### config.mk
export PLATFORM = sky130hd
export DESIGN_NAME = mips8_multicycle_ctrl
export DESIGN_NICKNAME = d
export VERILOG_FILES = /design/src/rtl/mips8_multicycle_ctrl.sv
export SDC_FILE = /design/constraint.sdc
export NUM_CORES = 1
export LEC_CHECK = 0
export ABC_CLOCK_PERIOD_IN_PS = 1800
export BUFFER_PORTS_ARGS = -buffer_cell sky130_fd_sc_hd__buf_2
export CORE_MARGIN = 2
export CORE_UTILIZATION = 40
export DETAILED_ROUTE_END_ITERATION = 10
export GPL_ROUTABILITY_DRIVEN = 0
export PLACE_DENSITY = 0.86
export SETUP_SLACK_MARGIN = 0.4
export SLEW_MARGIN = 20
export SYNTH_ARGS = -nofsm -noshare
export SYNTH_HDL_FRONTEND = slang
export SYNTH_SLANG_ARGS = --single-unit
### constraint.sdc
create_clock -name clk -period 1.8 [get_ports clk]
set_clock_uncertainty 0.15 [all_clocks]
set_input_delay 0.36 -clock clk [delete_from_list [all_inputs] [get_ports clk]]
set_output_delay 0.36 -clock clk [all_outputs]
set_load 0.005 [all_outputs]
### src/rtl/mips8_multicycle_ctrl.sv
// Moore control FSM plus ALU decoder for the 8-bit multicycle MIPS datapath.
// Byte-wide fetch into the IR; pcen is the only Mealy output (qualified by zero in BEQEX).
module mips8_multicycle_ctrl #(
  parameter logic [5:0] OP_LB    = 6'h20,
  parameter logic [5:0] OP_SB    = 6'h28,
  parameter logic [5:0] OP_RTYPE = 6'h00,
  parameter logic [5:0] OP_BEQ   = 6'h04,
  parameter logic [5:0] OP_J     = 6'h02,
  parameter logic [5:0] OP_ADDI  = 6'h08
) (
  input  logic       clk,
  input  logic       reset,
  input  logic [5:0] op,
  input  logic [5:0] funct,
  input  logic       zero,
  output logic       memread,
  output logic       memwrite,
  output logic       alusrca,
  output logic [1:0] alusrcb,
  output logic [2:0] alucontrol,
  output logic       memtoreg,
  output logic       regdst,
  output logic       iord,
  output logic       pcen,
  output logic [1:0] pcsrc,
  output logic       regwrite,
  output logic [3:0] irwrite,
  output logic [3:0] state
);

  typedef enum logic [3:0] {
    FETCH1  = 4'd0,
    FETCH2  = 4'd1,
    FETCH3  = 4'd2,
    FETCH4  = 4'd3,
    DECODE  = 4'd4,
    MEMADR  = 4'd5,
    LBRD    = 4'd6,
    LBWR    = 4'd7,
    SBWR    = 4'd8,
    RTYPEEX = 4'd9,
    RTYPEWR = 4'd10,
    BEQEX   = 4'd11,
    JEX     = 4'd12,
    ADDIEX  = 4'd13,
    ADDIWR  = 4'd14,
    ILLEGAL = 4'd15
  } state_t;

  state_t state_q, state_d;

  logic       memread_s, memwrite_s, alusrca_s, memtoreg_s, regdst_s, iord_s, pcen_s, regwrite_s;
  logic [1:0] alusrcb_s, pcsrc_s;
  logic [2:0] alucontrol_s;
  logic [3:0] irwrite_s;

  always_ff @(posedge clk or negedge reset) begin
    if (!reset) state_q <= FETCH1;
    else        state_q <= state_d;
  end

  always_comb begin
    state_d = FETCH1;
    unique case (state_q)
      FETCH1: state_d = FETCH2;
      FETCH2: state_d = FETCH3;
      FETCH3: state_d = FETCH4;
      FETCH4: state_d = DECODE;
      DECODE: begin
        if (op == OP_LB || op == OP_SB) state_d = MEMADR;
        else if (op == OP_RTYPE)        state_d = RTYPEEX;
        else if (op == OP_BEQ)          state_d = BEQEX;
        else if (op == OP_J)            state_d = JEX;
        else if (op == OP_ADDI)         state_d = ADDIEX;
        else                            state_d = FETCH1;
      end
      MEMADR:  state_d = (op == OP_LB) ? LBRD : SBWR;
      LBRD:    state_d = LBWR;
      RTYPEEX: state_d = RTYPEWR;
      ADDIEX:  state_d = ADDIWR;
      default: state_d = FETCH1;
    endcase
  end

  always_comb begin
    memread_s    = 1'b0;
    memwrite_s   = 1'b0;
    alusrca_s    = 1'b0;
    alusrcb_s    = 2'b00;
    alucontrol_s = 3'b010;
    memtoreg_s   = 1'b0;
    regdst_s     = 1'b0;
    iord_s       = 1'b0;
    pcen_s       = 1'b0;
    pcsrc_s      = 2'b00;
    regwrite_s   = 1'b0;
    irwrite_s    = 4'b0000;
    unique case (state_q)
      FETCH1, FETCH2, FETCH3, FETCH4: begin
        memread_s = 1'b1;
        alusrcb_s = 2'b01;
        pcen_s    = 1'b1;
        irwrite_s = 4'b0001 << state_q[1:0];
      end
      // Branch target is formed here so BEQEX only needs the compare.
      DECODE: alusrcb_s = 2'b11;
      MEMADR, ADDIEX: begin
        alusrca_s = 1'b1;
        alusrcb_s = 2'b10;
      end
      LBRD: begin
        memread_s = 1'b1;
        iord_s    = 1'b1;
      end
      LBWR: begin
        regwrite_s = 1'b1;
        memtoreg_s = 1'b1;
      end
      SBWR: begin
        memwrite_s = 1'b1;
        iord_s     = 1'b1;
      end
      RTYPEEX: begin
        alusrca_s = 1'b1;
        case (funct)
          6'b100010: alucontrol_s = 3'b110;
          6'b100100: alucontrol_s = 3'b000;
          6'b100101: alucontrol_s = 3'b001;
          6'b101010: alucontrol_s = 3'b111;
          default:   alucontrol_s = 3'b010;
        endcase
      end
      RTYPEWR: begin
        regwrite_s = 1'b1;
        regdst_s   = 1'b1;
      end
      BEQEX: begin
        alusrca_s    = 1'b1;
        alucontrol_s = 3'b110;
        pcsrc_s      = 2'b01;
        pcen_s       = zero;
      end
      JEX: begin
        pcen_s  = 1'b1;
        pcsrc_s = 2'b10;
      end
      ADDIWR: regwrite_s = 1'b1;
      ILLEGAL: alucontrol_s = 3'b000;
      default: ;
    endcase
  end

  // Reset masks every output combinationally so an abort takes effect at once.
  assign memread    = reset & memread_s;
  assign memwrite   = reset & memwrite_s;
  assign alusrca    = reset & alusrca_s;
  assign alusrcb    = reset ? alusrcb_s : 2'b00;
  assign alucontrol = reset ? alucontrol_s : 3'b000;
  assign memtoreg   = reset & memtoreg_s;
  assign regdst     = reset & regdst_s;
  assign iord       = reset & iord_s;
  assign pcen       = reset & pcen_s;
  assign pcsrc      = reset ? pcsrc_s : 2'b00;
  assign regwrite   = reset & regwrite_s;
  assign irwrite    = reset ? irwrite_s : 4'b0000;
  assign state      = reset ? state_q : 4'b0000;

endmodule

==> results.cfg, run 1 <==
[synthesis]
synth.yosys.seq_area_share_pct = 17.9
ys_ff_latch = 4
synthArstFlopShare_pct = 100
dominantRegCellSynth = dfrtp_1
yosysWarnings = 0
synth.area.top_cells = dfrtp_1, nor3_1, a21oi_1, and3_1, nand3_1
yosys.area.top_type_share_pct = 17.9
synth_edf_count = 0
synth_cell_types = 34
synthCells = 85
syn_nets = 100
synth_largest_area_cell = dfrtp_1
syn_area_per_cell_sq_um = 6.58
synth_area_sq_um = 559

[floorplanning]
start_util_pct = 43.0
rows = 13
ios = 38
die-width_um = 41.4
die_h_um = 41.4

[run_status]
tool.error = [ERROR DPL-0038] Utilization greater than 100%, impossible to legalize
stop_stage = global routing
status = aborted with a tool error

[placement]
dpl_worst_slack_ns = 0.0493
port_buffers = 37
dpl-instance-area_sq_um = 851
place_hpwl_mm = 1.40

[clocking]
clock-sinks = 4
numCtsBuffers = 3
h-tree-depth = 1
ctsRootBufferMaster = clkbuf_4
cts_max_path_buffers = 2

[timing]
worstEndpointType = primary output
crit_endpoint = iord

[global_route]
grt_max_degree = 9
[metrics by stage]
stage | instances | utilization, %
after floorplan | 85 | -
after global placement | 140 | 65.4
after detailed placement | 140 | 65.4
after CTS | 160 | 84.2
[logic make-up after synthesis]
kind of cell    share of synthesized area [%]
compound gates                           24.6
xor+xnor                                 1.57
fa+ha+maj                                1.79
buf+inv                                  8.28
flops                                    17.9
simple gates                             45.9
[cells in the mapped netlist, types with 2 or more instances]
library cell and instances:
a21oi_1 6, nor2_1 6, nand2b_1 3, o21ai_0 4, dfrtp_1 4, clkbuf_1 5, nor3_1 7, a31oi_1 2
and2_1 2, nand2_1 6, nor4_1 3, nor3b_1 3, inv_1 6, and3_1 4, nand3_1 5
[timing repair]
item | 4_1_cts
hold buffers | 2
buffers inserted | 14
pin swaps | 7
resized for setup | 28
endpoints found under the setup margin | 24
endpoints found under the hold margin | 2
==> run 2, diff against run 1 <==
- CORE_AREA: default -> 2 2 63 65
- CORE_MARGIN: 2 -> default
- CORE_UTILIZATION: 40 -> default
- DIE_AREA: default -> 0 0 65 67
- PLACE_DENSITY: 0.86 -> default
- PLACE_DENSITY_LB_ADDON: default -> 0.15
- SETUP_SLACK_MARGIN: 0.4 -> default
==> results.cfg, run 2 <==
[run_status]
status = finished clean

[synthesis]
synth_top_family_by_area = simple AND/OR/NAND/NOR gates
synth_cell_types = 34
synthCells = 85
syn_nets = 100
yosysWarnings = 0
synth_compound_gate_area_share_pct = 24.6
synth_edf_count = 0
synth.area.top_cells = dfrtp_1, nor3_1, a21oi_1, and3_1, nand3_1
synth.most_common_cell = nor3_1
ys_ff_latch = 4
synth_largest_area_cell = dfrtp_1
yosys.area.top_type_share_pct = 17.9
synth_area_sq_um = 559
synthArstFlopShare_pct = 100
synth_xor_area_share_pct = 1.57
synth.yosys.seq_area_share_pct = 17.9
synth.mux.area_fraction_pct = 0
dominantRegCellSynth = dfrtp_1
syn_area_per_cell_sq_um = 6.58
synth-simple-area-share_pct = 45.9
synth_commonest_cells = nor3_1, a21oi_1, inv_1, nand2_1, nor2_1
synth_fa_ha_area_share_pct = 1.79

[cells_and_area]
regArea_sq_um = 101
nets = 149
fillers = 410
reg_top3 = state_q (4)
layout.cells.most_common = buf_2
area_delta_synth_final_pct = 76.1
multiInputGateArea_sq_um = 463
final_cell_mix = buf_2, buf_4, nor2_1, a21oi_1
largest_reg_flops = 4
diodes = 0
regMostFlops = state_q
final_cells = 180
drive_above_1_share_pct = 50.8

[placement]
port_buffers = 37
place_hpwl_mm = 1.77
dpl_worst_slack_ns = -0.0120
dp_cells = 175

[routing]
routed_wl_mm = 2.27
drc = 0
drt_iter0_drc = 50
wire_per_inst_um = 12.6
drtAntennaViolNets = 0
vias_per_cell = 4.52
num_vias = 814
drt-pass1-iter-count = 4

[pwr]
p_leak_nw = 0.486
powerDensity_nw_per_um2 = 1130
peakVddDrop_mv = 0.339

[timing]
hold_violations = 0
finalSetupViolations = 0
relSlewSlack_pct = 74.9
rsz0062_at_grt = true
max_freq_mhz = 560
drv_slew = 0
layout_setup_ws_ns = 0.0142
tightest_slew_ns = 0.375
min_period_over_period_pct = 99.2
fin_crit_ns = 1.79

[clocking]
cts_max_path_buffers = 2
numCtsBuffers = 3
clock_latency_ns = 0.22
h-tree-depth = 1
cts_tree = built
path_clk_slew_ns = 0.03
ctsRootBufferMaster = clkbuf_8
clock-sinks = 4

[floorplanning]
ios = 38
core-area_sq_um = 3610
die-width_um = 65
die_area_sq_um = 4360
die_h_um = 67
rows = 22
start_util_pct = 15.5

[global_route]
grt_max_degree = 14
grt_antenna_before_repair = 0
grt_first_pass_wirelength_mm = 3.66
grt_pass1_vias = 780
overflow = 0
grtUsageTotal_pct = 10.7

[worst_setup_path]
worstReg2RegEnd = state_q[3]
cp-end-kind = output port
cp_max_fo = 12
reg2regPathDepth = 3
r2r-start = state_q[3]
startpoint_type = flip-flop
ff2ff_setup_slack_ns = 0.26
slowest_stage = dfrtp_1
cp.arrival_ns = 1.28
path_cells = buf_6, and3_1, o211a_1, buf_2
required_ns = 1.29
cp_slowest_stage_delay_ns = 0.39
critical_path_class = reg -> out

[min_path]
hold_class = in -> async

[run]
maxCapViolCount = 0
run 2: critical path, delay by kind of cell, from the launching register on:
family,cells,cell delay (ns)
buffers and inverters,2,0.28
AO/OA/AOI/OAI,1,0.21
AND/OR/NAND/NOR,1,0.18
flip-flops,1,0.39
run 2: cell families after synthesis:
family	Yosys count
adder cells (fa/ha/maj)	1
AND/OR/NAND/NOR	46
AO/OA/AOI/OAI	21
flip-flops	4
XOR/XNOR	1
buffers and inverters	12
run 2: cell type report:
type                    count  share of cell area (%)
well taps                  48                    6.10
inverters                   6                    2.29
flip-flops and latches      4                    10.3
clock buffers               3                    4.19
repair buffers             50                    30.1
multi-input cells          69                    47.0
run 2: stage by stage:
step                instance area, sq um  power [mW]  utilization, %  hold slack (ns)  setup TNS, ns
detailed placement                   863       0.831            23.9          0.00278        -0.0120
finish                               985        1.11            27.3            0.102              0
floorplan                            559       0.533               -          -0.0856              0
global placement                     863       0.839            23.9         0.000571              0
CTS                                  937        1.04            26.0           0.0857       -0.00329
global route                         985        1.21            27.3            0.127         -0.457
run 2: what timing repair did:
item	CTS	global route
setup buffers	1	0
endpoints found under the hold margin	1	0
resized for setup	4	14
pin swaps	0	2
endpoints found under the setup margin	11	15
hold buffers	1	0
run 2: per-layer routing:
layer	track usage, %	wire length, um	up-vias
met3	1.01	136	2
met4	4.79	26	0
met1	13.8	1060	369
li1	-	-	416
met5	0	0	-
met2	18.2	1040	27
run 2: how the worst max path moves through the flow:
stage                           from             to  slack [ns]  cells past startpoint
after floorplan           state_q[2]  alucontrol[0]        0.19                      3
after global placement      funct[1]  alucontrol[0]        0.06                      5
after detailed placement    funct[1]  alucontrol[0]       -0.01                      5
after CTS                 state_q[2]  alucontrol[1]      -0.003                      5
after global routing      state_q[2]  alucontrol[1]       -0.06                      5
final                     state_q[1]           iord        0.01                      4
run 2: report_power, final:
part           internal [mW]  total [mW]  switching, mW  leakage [nW]
sequential             0.130       0.177         0.0479        0.0494
clock                  0.143       0.189         0.0470        0.0216
combinational          0.326       0.742          0.416         0.415
Note: power is estimated with default switching activity, not from simulation.
